==> config.mk <==
export PLATFORM = sky130hd
export DESIGN_NAME = uart_tx_reg_module_flat
export DESIGN_NICKNAME = d
export VERILOG_FILES = /design/src/rtl/uart_tx_reg_module_if.sv /design/src/rtl/uart_tx_reg_module.sv /design/src/flat_wrapper.sv
export SDC_FILE = /design/constraint.sdc
export NUM_CORES = 1
export LEC_CHECK = 0
export CORE_ASPECT_RATIO = 2
export CORE_MARGIN = 2
export CORE_UTILIZATION = 48
export CTS_CLUSTER_DIAMETER = 150
export DETAILED_ROUTE_END_ITERATION = 10
export GPL_ROUTABILITY_DRIVEN = 0
export GPL_TIMING_DRIVEN = 0
export PLACE_DENSITY = 0.87
export SETUP_SLACK_MARGIN = 0.05
export SLEW_MARGIN = 10
export SYNTH_ARGS = -nofsm -noshare
export SYNTH_HDL_FRONTEND = slang
export SYNTH_SLANG_ARGS = --single-unit
export TNS_END_PERCENT = 30
==> constraint.sdc <==
create_clock -name clk -period 1.77 [get_ports clk]
set_clock_uncertainty 0.15 [all_clocks]
set_input_delay 0.177 -clock clk [delete_from_list [all_inputs] [get_ports clk]]
set_output_delay 0.177 -clock clk [all_outputs]
set_load 0.005 [all_outputs]
==> src/rtl/uart_tx_reg_module_if.sv <==
// Word-in / byte-out handshake bundle for the register serializer.
// The slave side is the serializer; the master side is its environment.
interface uart_tx_reg_module_if #(
    parameter int REG_WIDTH = 32
);
    logic [REG_WIDTH-1:0] reg_data;
    logic                 reg_valid;
    logic                 reg_ready;
    logic                 tx_abort;
    logic [7:0]           tx_data;
    logic                 tx_data_valid;
    logic                 tx_ack;
    logic                 tx_frame_done;
    logic                 busy;

    modport master (
        output reg_data,
        output reg_valid,
        output tx_abort,
        output tx_ack,
        input  reg_ready,
        input  tx_data,
        input  tx_data_valid,
        input  tx_frame_done,
        input  busy
    );

    modport slave (
        input  reg_data,
        input  reg_valid,
        input  tx_abort,
        input  tx_ack,
        output reg_ready,
        output tx_data,
        output tx_data_valid,
        output tx_frame_done,
        output busy
    );
endinterface

==> src/rtl/uart_tx_reg_module.sv <==
// Serializes a REG_WIDTH-bit word into bytes, MSB first, for a UART byte
// transmitter, with an optional idle gap between bytes and a frame-done pulse.
module uart_tx_reg_module #(
    parameter int REG_WIDTH  = 32,
    parameter int GAP_CYCLES = 0
) (
    input  logic                  clk,
    input  logic                  rst_n,
    uart_tx_reg_module_if.slave   bus
);
    localparam int N     = REG_WIDTH / 8;
    localparam int CNT_W = $clog2(N + 1);

    typedef enum logic [1:0] {
        IDLE,
        SEND,
        GAP,
        DONE
    } state_e;

    state_e               state_q, state_d;
    logic [REG_WIDTH-1:0] shift_q, shift_d;
    logic [CNT_W-1:0]     byte_cnt_q, byte_cnt_d;
    logic [15:0]          gap_cnt_q, gap_cnt_d;
    logic                 reg_ready_q, reg_ready_d;
    logic                 tx_valid_q, tx_valid_d;
    logic                 frame_done_q, frame_done_d;
    logic                 busy_q, busy_d;

    // Abort drops the rest of the frame, so all datapath state is cleared with it.
    always_comb begin
        state_d    = state_q;
        shift_d    = shift_q;
        byte_cnt_d = byte_cnt_q;
        gap_cnt_d  = gap_cnt_q;

        case (state_q)
            IDLE: begin
                if (bus.reg_valid && !bus.tx_abort) begin
                    shift_d    = bus.reg_data;
                    byte_cnt_d = CNT_W'(N);
                    state_d    = SEND;
                end
            end
            SEND: begin
                if (bus.tx_abort) begin
                    shift_d    = '0;
                    byte_cnt_d = '0;
                    gap_cnt_d  = '0;
                    state_d    = IDLE;
                end else if (bus.tx_ack) begin
                    shift_d    = shift_q << 8;
                    byte_cnt_d = byte_cnt_q - CNT_W'(1);
                    gap_cnt_d  = '0;
                    state_d    = (byte_cnt_q == CNT_W'(1)) ? DONE : GAP;
                end
            end
            GAP: begin
                if (bus.tx_abort) begin
                    shift_d    = '0;
                    byte_cnt_d = '0;
                    gap_cnt_d  = '0;
                    state_d    = IDLE;
                end else if (gap_cnt_q == 16'(GAP_CYCLES)) begin
                    state_d = SEND;
                end else begin
                    gap_cnt_d = gap_cnt_q + 16'd1;
                end
            end
            DONE: begin
                shift_d    = '0;
                byte_cnt_d = '0;
                gap_cnt_d  = '0;
                state_d    = IDLE;
            end
            default: begin
                state_d = IDLE;
            end
        endcase

        // Outputs are decoded from the next state so they come straight off flops.
        reg_ready_d  = (state_d == IDLE);
        tx_valid_d   = (state_d == SEND);
        frame_done_d = (state_d == DONE);
        busy_d       = (state_d != IDLE);
    end

    always_ff @(posedge clk or negedge rst_n) begin
        if (!rst_n) begin
            state_q      <= IDLE;
            shift_q      <= '0;
            byte_cnt_q   <= '0;
            gap_cnt_q    <= '0;
            reg_ready_q  <= 1'b1;
            tx_valid_q   <= 1'b0;
            frame_done_q <= 1'b0;
            busy_q       <= 1'b0;
        end else begin
            state_q      <= state_d;
            shift_q      <= shift_d;
            byte_cnt_q   <= byte_cnt_d;
            gap_cnt_q    <= gap_cnt_d;
            reg_ready_q  <= reg_ready_d;
            tx_valid_q   <= tx_valid_d;
            frame_done_q <= frame_done_d;
            busy_q       <= busy_d;
        end
    end

    assign bus.reg_ready     = reg_ready_q;
    assign bus.tx_data       = shift_q[REG_WIDTH-1 -: 8];
    assign bus.tx_data_valid = tx_valid_q;
    assign bus.tx_frame_done = frame_done_q;
    assign bus.busy          = busy_q;
endmodule
==> src/flat_wrapper.sv <==
// flat-port wrapper written by rule: the top's interface ports become plain ports
module uart_tx_reg_module_flat 
#(
    parameter int REG_WIDTH  = 32,
    parameter int GAP_CYCLES = 0
)
  (clk, rst_n, bus_reg_data, bus_reg_valid, bus_tx_abort, bus_tx_ack, bus_reg_ready, bus_tx_data, bus_tx_data_valid, bus_tx_frame_done, bus_busy);
  uart_tx_reg_module_if #(.REG_WIDTH(REG_WIDTH)) bus_i ();
  input  logic clk;
  input  logic rst_n;
  input wire logic [$bits(bus_i.reg_data)-1:0] bus_reg_data;
  input wire logic [$bits(bus_i.reg_valid)-1:0] bus_reg_valid;
  input wire logic [$bits(bus_i.tx_abort)-1:0] bus_tx_abort;
  input wire logic [$bits(bus_i.tx_ack)-1:0] bus_tx_ack;
  output wire logic [$bits(bus_i.reg_ready)-1:0] bus_reg_ready;
  output wire logic [$bits(bus_i.tx_data)-1:0] bus_tx_data;
  output wire logic [$bits(bus_i.tx_data_valid)-1:0] bus_tx_data_valid;
  output wire logic [$bits(bus_i.tx_frame_done)-1:0] bus_tx_frame_done;
  output wire logic [$bits(bus_i.busy)-1:0] bus_busy;
  assign bus_i.reg_data = bus_reg_data;
  assign bus_i.reg_valid = bus_reg_valid;
  assign bus_i.tx_abort = bus_tx_abort;
  assign bus_i.tx_ack = bus_tx_ack;
  assign bus_reg_ready = bus_i.reg_ready;
  assign bus_tx_data = bus_i.tx_data;
  assign bus_tx_data_valid = bus_i.tx_data_valid;
  assign bus_tx_frame_done = bus_i.tx_frame_done;
  assign bus_busy = bus_i.busy;
  uart_tx_reg_module #(.REG_WIDTH(REG_WIDTH), .GAP_CYCLES(GAP_CYCLES)) u_core (.clk(clk), .rst_n(rst_n), .bus(bus_i));
endmodule
==> metrics, run 1 <==
outcome=finished, violations left; failing checks=setup timing; XOR/XNOR share of the synthesized area=1.18%; type of the tightest min-delay check=in2reg; root buf cell=sky130_fd_sc_hd__clkbuf_16; CTS H-tree lvls=3; grt total ovfl=0; remaining max-slew budget at the tightest pin=60.7%; number of antenna violations at the first check in global routing=0; vias per cell=6.17; number of flops mapped to enable cells by yosys=0; largest cells by area after synthesis=sky130_fd_sc_hd__dfrtp_1 47%, sky130_fd_sc_hd__mux2_4 8.6%, sky130_fd_sc_hd__a22o_1 7.4%; yosys synthesis warning count=0; First-pass DRT Iterations=4; total number of vias=2548; global-route wire length before repair=13.0 mm; clock-pin transition on the worst setup and hold timing paths=0.05 ns; worst path arrival time=1.98 ns; startpoint of the tightest hold check path=bus_tx_abort; cell taking the most area after synthesis=sky130_fd_sc_hd__dfrtp_1; Final setup viols=37; Cell Pwr Density=1560 nW/um^2; Die Outline Area=6880 sq um; largest stage delay on the critical path=0.51 ns; endpoint required time on the critical path=1.87 ns; Max Clk Rate=0.532 GHz; time the final worst path needs with I/O delays and setup=1.88 ns; CP max FO=7; number of placement rows=40; clock sinks=57; VDD IR-drop max=1.16 mV; reg2reg end=u_core.gap_cnt_q[15]$_DFFE_PN0P_; post-synthesis average cell area=11.2 sq um; IO Count=49; combinational family with the most area after synthesis=compound AO/OA/AOI/OAI gates; startpoint kind of the worst setup timing path=flip-flop; layout overhead on the synthesized area=43.6%; total clock buffers created by CTS=9; Static Leak=1.93 nW; clock latency at the later pin of the worst-skew pair=0.33 ns; reported max-cap violation count=0; final wirelength=8.37 mm; synthesized cell area=2970 sq um; post-detail-place hpwl=5.05 mm; depth of the worst hold-timing path=4; number of buffers on the longest clock path=2; cell count after placement=377; Adder-Cell Fraction of Synth Area=1.68%; multiplexer share of the synthesized area=11.2%; Final Hold Violating Endpoints=0; cell count after synthesis=266; fraction of final layout cells with drive strength greater than 1=33.1%; CTS tree=built; Crit. Startpoint=u_core.gap_cnt_q[7]$_DFFE_PN0P_; number of global-route vias before repair=2699; final standard cell utilization of the core=71.1%; Final Worst Setup Slack=-0.111 ns; register-to-register path setup slack=-0.11 ns; worst setup path class=reg2reg; Post-synth top flop=sky130_fd_sc_hd__dfrtp_1; synthesized net count=307; setup repair after global routing missed its margin=true; GRT Resource Usage Total=25.6%; floorplan die width=59.7 microns; non-filler instance count after layout=413; most used cells in the layout excluding fill and tap cells=53 x sky130_fd_sc_hd__dfrtp_1, 46 x sky130_fd_sc_hd__clkdlybuf4s50_1, 25 x sky130_fd_sc_hd__a22o_1, 21 x sky130_fd_sc_hd__buf_4, 17 x sky130_fd_sc_hd__mux2_4; commonest non-fill, non-tap cell in the layout=sky130_fd_sc_hd__dfrtp_1; synthesized-area fraction occupied by and/or/nand/nor cells=10.5%; Avg WL per Cell=20.3 microns; post-route ant nets=0; area fraction in compound gates after synthesis=21.2%; Core Region=6010 sq um; share of the clock period used by the worst path=106%; number of I/O port buffers=47; share of Yosys cell area claimed by the top area cell type=47.1%; post-synthesis sequential area ratio=48.0%; die extent in y=115 microns; cells traversed along the worst timing path=and4_1, nand4_1, or4_1, a21oi_1; critical path capture point type=flip-flop; diode insertion count for antenna repair=0; slowest CP cell=sky130_fd_sc_hd__dfrtp_1; Hold EP=u_core.bus.tx_frame_done$_DFF_PN0_; FF+latch count, synth=57; net count reported at finish=386; total negative setup slack=-2.55 ns; count of cells along the worst register-to-register path=4; Slew Limit Fails=0; largest net degree at the start of global routing=34; share of flip-flops with an asynchronous set or reset after synthesis=100%; count of different cell masters after synthesis=45; initial DRC count=78; Tightest Pin Transition=0.590 ns; beginning of the worst register-to-register path=u_core.gap_cnt_q[7]$_DFFE_PN0P_; DR DRC count=0; initial core utilization=49.5%
Yosys cell counts (2+ instances only):
master	number
sky130_fd_sc_hd__o211ai_1	3
sky130_fd_sc_hd__xor2_1	4
sky130_fd_sc_hd__ha_1	4
sky130_fd_sc_hd__buf_6	3
sky130_fd_sc_hd__inv_1	11
sky130_fd_sc_hd__nor4b_1	2
sky130_fd_sc_hd__buf_4	8
sky130_fd_sc_hd__a21o_1	3
sky130_fd_sc_hd__and3_1	2
sky130_fd_sc_hd__mux2_4	17
sky130_fd_sc_hd__a22o_1	25
sky130_fd_sc_hd__o31ai_1	10
sky130_fd_sc_hd__or3_1	10
sky130_fd_sc_hd__buf_2	3
sky130_fd_sc_hd__nor4_1	2
sky130_fd_sc_hd__o21ai_0	21
sky130_fd_sc_hd__clkbuf_1	9
sky130_fd_sc_hd__a21oi_1	12
sky130_fd_sc_hd__o2111ai_1	3
sky130_fd_sc_hd__nand2_1	14
sky130_fd_sc_hd__and4_1	3
sky130_fd_sc_hd__nand4_1	2
sky130_fd_sc_hd__o21a_1	3
sky130_fd_sc_hd__nand3_1	2
sky130_fd_sc_hd__dfrtp_1	56
sky130_fd_sc_hd__nor2_1	9
sky130_fd_sc_hd__mux2_2	7
flip-flops by register name, summed over array words and instances, names as in the netlist:
signal,count
u_core.bus.busy,1
u_core.bus.reg_ready,1
u_core.bus.tx_data_valid,1
u_core.bus.tx_frame_done,1
u_core.byte_cnt_q,3
u_core.gap_cnt_q,16
u_core.shift_q,32
u_core.state_q,2
logic make-up after synthesis:
family | Yosys count
compound gates | 88
flops | 57
simple gates | 55
buf+inv | 34
mux | 24
xor+xnor | 4
fa+ha+maj | 4
layout make-up:
class	instances	area (sq um)
clock buffers	11	253
inverters	11	41.3
repair buffers	69	687
flip-flops and latches	57	1430
plain buffers	22	189
well taps	63	78.8
multi-input cells	175	1510
clock inverters	5	77.6
fillers	374	1740
worst max path at each step:
| stage | to | cells past startpoint |
|---|---|---|
| global route | u_core.gap_cnt_q[15]$_DFFE_PN0P_ | 4 |
| detailed placement | u_core.shift_q[15]$_DFFE_PN0P_ | 6 |
| floorplan | u_core.shift_q[14]$_DFFE_PN0P_ | 6 |
| finish | u_core.gap_cnt_q[15]$_DFFE_PN0P_ | 4 |
| global placement | u_core.shift_q[26]$_DFFE_PN0P_ | 1 |
| CTS | u_core.shift_q[28]$_DFFE_PN0P_ | 6 |
worst max-delay path: cells and delay by family, from the launching register on:
family             cells  cell delay (ns)
and+or+nand+nor        3             0.99
DFF                    1             0.51
AOI/OAI and AO/OA      1             0.16
layer usage:
metal  track usage, %  wire length (microns)  up-vias
met5                0                      0        -
met1             27.2                   3010     1265
met4             16.3                    423        0
met2             43.8                   4570       99
met3             5.85                    357       38
li1                 -                      -     1146
where the power goes:
| group | switching (mW) | internal [mW] |
|---|---|---|
| logic | 1.18 | 1.59 |
| registers | 0.258 | 1.74 |
| clock network | 0.602 | 1.30 |
per-stage QoR:
stage	instance area (sq um)	hold WS, ns	setup WS (ns)	total power, mW
after detailed placement	3550	0.0546	-0.494	4.24
final	4270	0.143	-0.111	6.67
after global placement	3530	0.333	-1.29	4.12
after floorplan	2990	-0.269	-0.121	3.52
after global routing	4270	0.157	-0.173	6.99
after CTS	4190	0.111	-0.0842	6.58
what timing repair did:
action,4_1_cts,5_1_grt
endpoints found under the setup margin,56,54
hold endpoints to repair,23,0
gates resized for setup,56,19
hold buffers,1,0
buffers inserted,16,3
gates cloned,1,0
pin swaps,14,9
(Power assumes the default switching activity.)
==> inputs of run 2 (changes only) <==
--- a/config.mk
+++ b/config.mk
@@ -5,14 +5,15 @@
 export SDC_FILE = /design/constraint.sdc
 export NUM_CORES = 1
 export LEC_CHECK = 0
+export ABC_AREA = 1
 export CORE_ASPECT_RATIO = 2
 export CORE_MARGIN = 2
-export CORE_UTILIZATION = 48
+export CORE_UTILIZATION = 49
 export CTS_CLUSTER_DIAMETER = 150
 export DETAILED_ROUTE_END_ITERATION = 10
 export GPL_ROUTABILITY_DRIVEN = 0
 export GPL_TIMING_DRIVEN = 0
-export PLACE_DENSITY = 0.87
+export PLACE_DENSITY = 0.88
 export SETUP_SLACK_MARGIN = 0.05
 export SLEW_MARGIN = 10
 export SYNTH_ARGS = -nofsm -noshare
==> metrics, run 2 <==
share of Yosys cell area claimed by the top area cell type=44.7%; Final setup viols=0; initial DRC count=168; diode insertion count for antenna repair=0; count leader, synth=sky130_fd_sc_hd__nand2_1; type of the tightest min-delay check=in2reg; number of antenna violations at the first check in global routing=0; number of buffers on the longest clock path=2; largest registers=u_core.shift_q (32), u_core.gap_cnt_q (16), u_core.byte_cnt_q (3); layout overhead on the synthesized area=33.5%; worst path arrival time=1.74 ns; synthesized net count=440; die extent in y=117 microns; register ranked first by flip-flop count=u_core.shift_q; cells traversed along the worst timing path=nor2_4, buf_4, nor2_2, nand2_4, buf_4, nand3_1, o21ai_0; count of cells along the worst register-to-register path=7; area fraction in compound gates after synthesis=9.50%; final wirelength=8.70 mm; cell count after placement=534; reported max-cap violation count=0; yosys synthesis warning count=0; outcome=finished, final reports clean; combinational family with the most area after synthesis=simple AND/OR/NAND/NOR gates; synthesized cell area=3130 sq um; Tightest Pin Transition=0.739 ns; cell taking the most area after synthesis=sky130_fd_sc_hd__dfrtp_1; count of different cell masters after synthesis=35; reg2reg end=u_core.gap_cnt_q[0]$_DFFE_PN0P_; beginning of the worst register-to-register path=u_core.state_q[0]$_DFF_PN0_; grt total ovfl=0; net count reported at finish=509; final standard cell utilization of the core=66.8%; IO Count=49; GRT Resource Usage Total=26.4%; total number of vias=3148; slowest CP cell=sky130_fd_sc_hd__dfrtp_1; total negative setup slack=0 ns; initial core utilization=50.1%; Final Hold Violating Endpoints=0; number of global-route vias before repair=3097; First-pass DRT Iterations=7; clock latency at the later pin of the worst-skew pair=0.33 ns; number of buffer and inverter instances along the worst setup path=2; XOR/XNOR share of the synthesized area=0.280%; post-detail-place hpwl=5.88 mm; Hold EP=u_core.shift_q[2]$_DFFE_PN0P_; global-route wire length before repair=13.8 mm; number of I/O port buffers=48; startpoint of the tightest hold check path=bus_reg_data[2]; clock-pin transition on the worst setup and hold timing paths=0.05 ns; path length in cells of the critical path=7; time the final worst path needs with I/O delays and setup=1.69 ns; Post-synth top flop=sky130_fd_sc_hd__dfrtp_1; synthesized-area fraction occupied by and/or/nand/nor cells=32.7%; share of flip-flops with an asynchronous set or reset after synthesis=100%; startpoint kind of the worst setup timing path=flip-flop; post-route ant nets=0; Cell Pwr Density=1470 nW/um^2; number of flops mapped to enable cells by yosys=0; total clock buffers created by CTS=9; post-synthesis sequential area ratio=45.6%; endpoint required time on the critical path=1.81 ns; multiplexer share of the synthesized area=0%; root buf cell=sky130_fd_sc_hd__clkbuf_16; number of placement rows=41; CP max FO=7; CTS tree=built; largest stage delay on the critical path=0.50 ns; DR DRC count=0; setup repair after global routing missed its margin=false; share of the clock period used by the worst path=95.7%; Adder-Cell Fraction of Synth Area=1.60%; number of flip-flops under the largest register name=32; Slew Limit Fails=0; cell family contributing the most delay on the critical path=simple AND/OR/NAND/NOR gates; largest net degree at the start of global routing=33; fraction of final layout cells with drive strength greater than 1=15.4%; Die Outline Area=7090 sq um; VDD IR-drop max=0.973 mV; largest cells by area after synthesis=sky130_fd_sc_hd__dfrtp_1 45%, sky130_fd_sc_hd__nand2_1 13%, sky130_fd_sc_hd__nand3_1 7.7%; register-to-register path setup slack=0.08 ns; Avg WL per Cell=15.6 microns; remaining max-slew budget at the tightest pin=50.8%; worst setup path class=reg2reg; most numerous cell on the critical path=sky130_fd_sc_hd__buf_4; cell types with the highest counts after synthesis=111 x sky130_fd_sc_hd__nand2_1, 56 x sky130_fd_sc_hd__dfrtp_1, 48 x sky130_fd_sc_hd__nand3_1; depth of the worst hold-timing path=3; floorplan die width=60.5 microns; post-synthesis average cell area=7.85 sq um; commonest non-fill, non-tap cell in the layout=sky130_fd_sc_hd__nand2_1; Crit. Startpoint=u_core.state_q[0]$_DFF_PN0_; most used cells in the layout excluding fill and tap cells=109 x sky130_fd_sc_hd__nand2_1, 55 x sky130_fd_sc_hd__dfrtp_1, 48 x sky130_fd_sc_hd__nand3_1, 47 x sky130_fd_sc_hd__clkdlybuf4s50_1, 46 x sky130_fd_sc_hd__nor2_1; critical path capture point type=flip-flop; non-filler instance count after layout=559; Core Region=6260 sq um; clock sinks=57; vias per cell=5.63; CTS H-tree lvls=3; FF+latch count, synth=57; Static Leak=1.98 nW; cell count after synthesis=399; Max Clk Rate=0.590 GHz
run 2: cell types whose count changed after synthesis, sizes merged, moves of 16 or more:
| cell | delta |
|---|---|
| a31oi | +16 |
| inv | +23 |
| nor2 | +42 |
| nand3 | +47 |
| a22o | -25 |
| mux2 | -24 |
| nand2 | +102 |
run 2: metal layers:
layer	global-route usage [%]	vias to the layer above	part of all wire, %
met5	0	-	0
met4	19.7	0	6.3
met3	4.73	46	4.9
met2	45.0	161	55
met1	27.8	1496	34
li1	-	1445	-
run 2: worst min-delay path, stage by stage:
cell and delay (ns):
sky130_fd_sc_hd__clkdlybuf4s50_1 0.39, sky130_fd_sc_hd__nand3_1 0.08, sky130_fd_sc_hd__nand2_1 0.04
run 2: cell type report:
cell class              count  area [sq um]
multi-input cells         284          1430
flip-flops and latches     57          1430
plain buffers              24           198
clock buffers              11           243
inverters                  34           133
clock inverters             5          55.1
fillers                   470          2080
well taps                  86           108
repair buffers             58           588
run 2: kinds of logic after synthesis:
kind of cell	after synthesis
compound gates	47
xor+xnor	1
fa+ha+maj	4
buf+inv	59
flops	57
simple gates	231
run 2: repair_timing:
item | in CTS | in global routing
pin swaps | 0 | 6
setup endpoints to repair | 11 | 46
resized for setup | 6 | 12
cloned | 0 | 2
endpoints found under the hold margin | 30 | 0
setup buffers | 0 | 7
hold buffers | 1 | 0
run 2: worst max path at each step:
stage / endpoint / slack, ns
CTS: u_core.gap_cnt_q[2]$_DFFE_PN0P_ / 0.05
global route: u_core.gap_cnt_q[2]$_DFFE_PN0P_ / 0.02
global placement: u_core.shift_q[28]$_DFFE_PN0P_ / -1.33
detailed placement: u_core.shift_q[17]$_DFFE_PN0P_ / -0.22
finish: u_core.gap_cnt_q[0]$_DFFE_PN0P_ / 0.08
floorplan: u_core.gap_cnt_q[12]$_DFFE_PN0P_ / 0.25
run 2: stage by stage:
stage	setup slack, ns	hold slack, ns	total power [mW]	cell area, sq um
6_report	0.0760	0.248	6.14	4180
3_3_place_gp	-1.33	0.313	4.04	3720
4_1_cts	0.0540	0.245	5.94	4060
2_1_floorplan	0.255	-0.269	3.39	3130
5_1_grt	0.0186	0.280	6.50	4180
3_5_place_dp	-0.223	0.126	4.17	3740
run 2: power breakdown:
part | leakage (nW) | switching, mW | internal, mW | total (mW)
Combinational | 1.11 | 1.25 | 1.15 | 2.41
Sequential | 0.726 | 0.264 | 1.74 | 2.01
Clock | 0.142 | 0.607 | 1.12 | 1.73
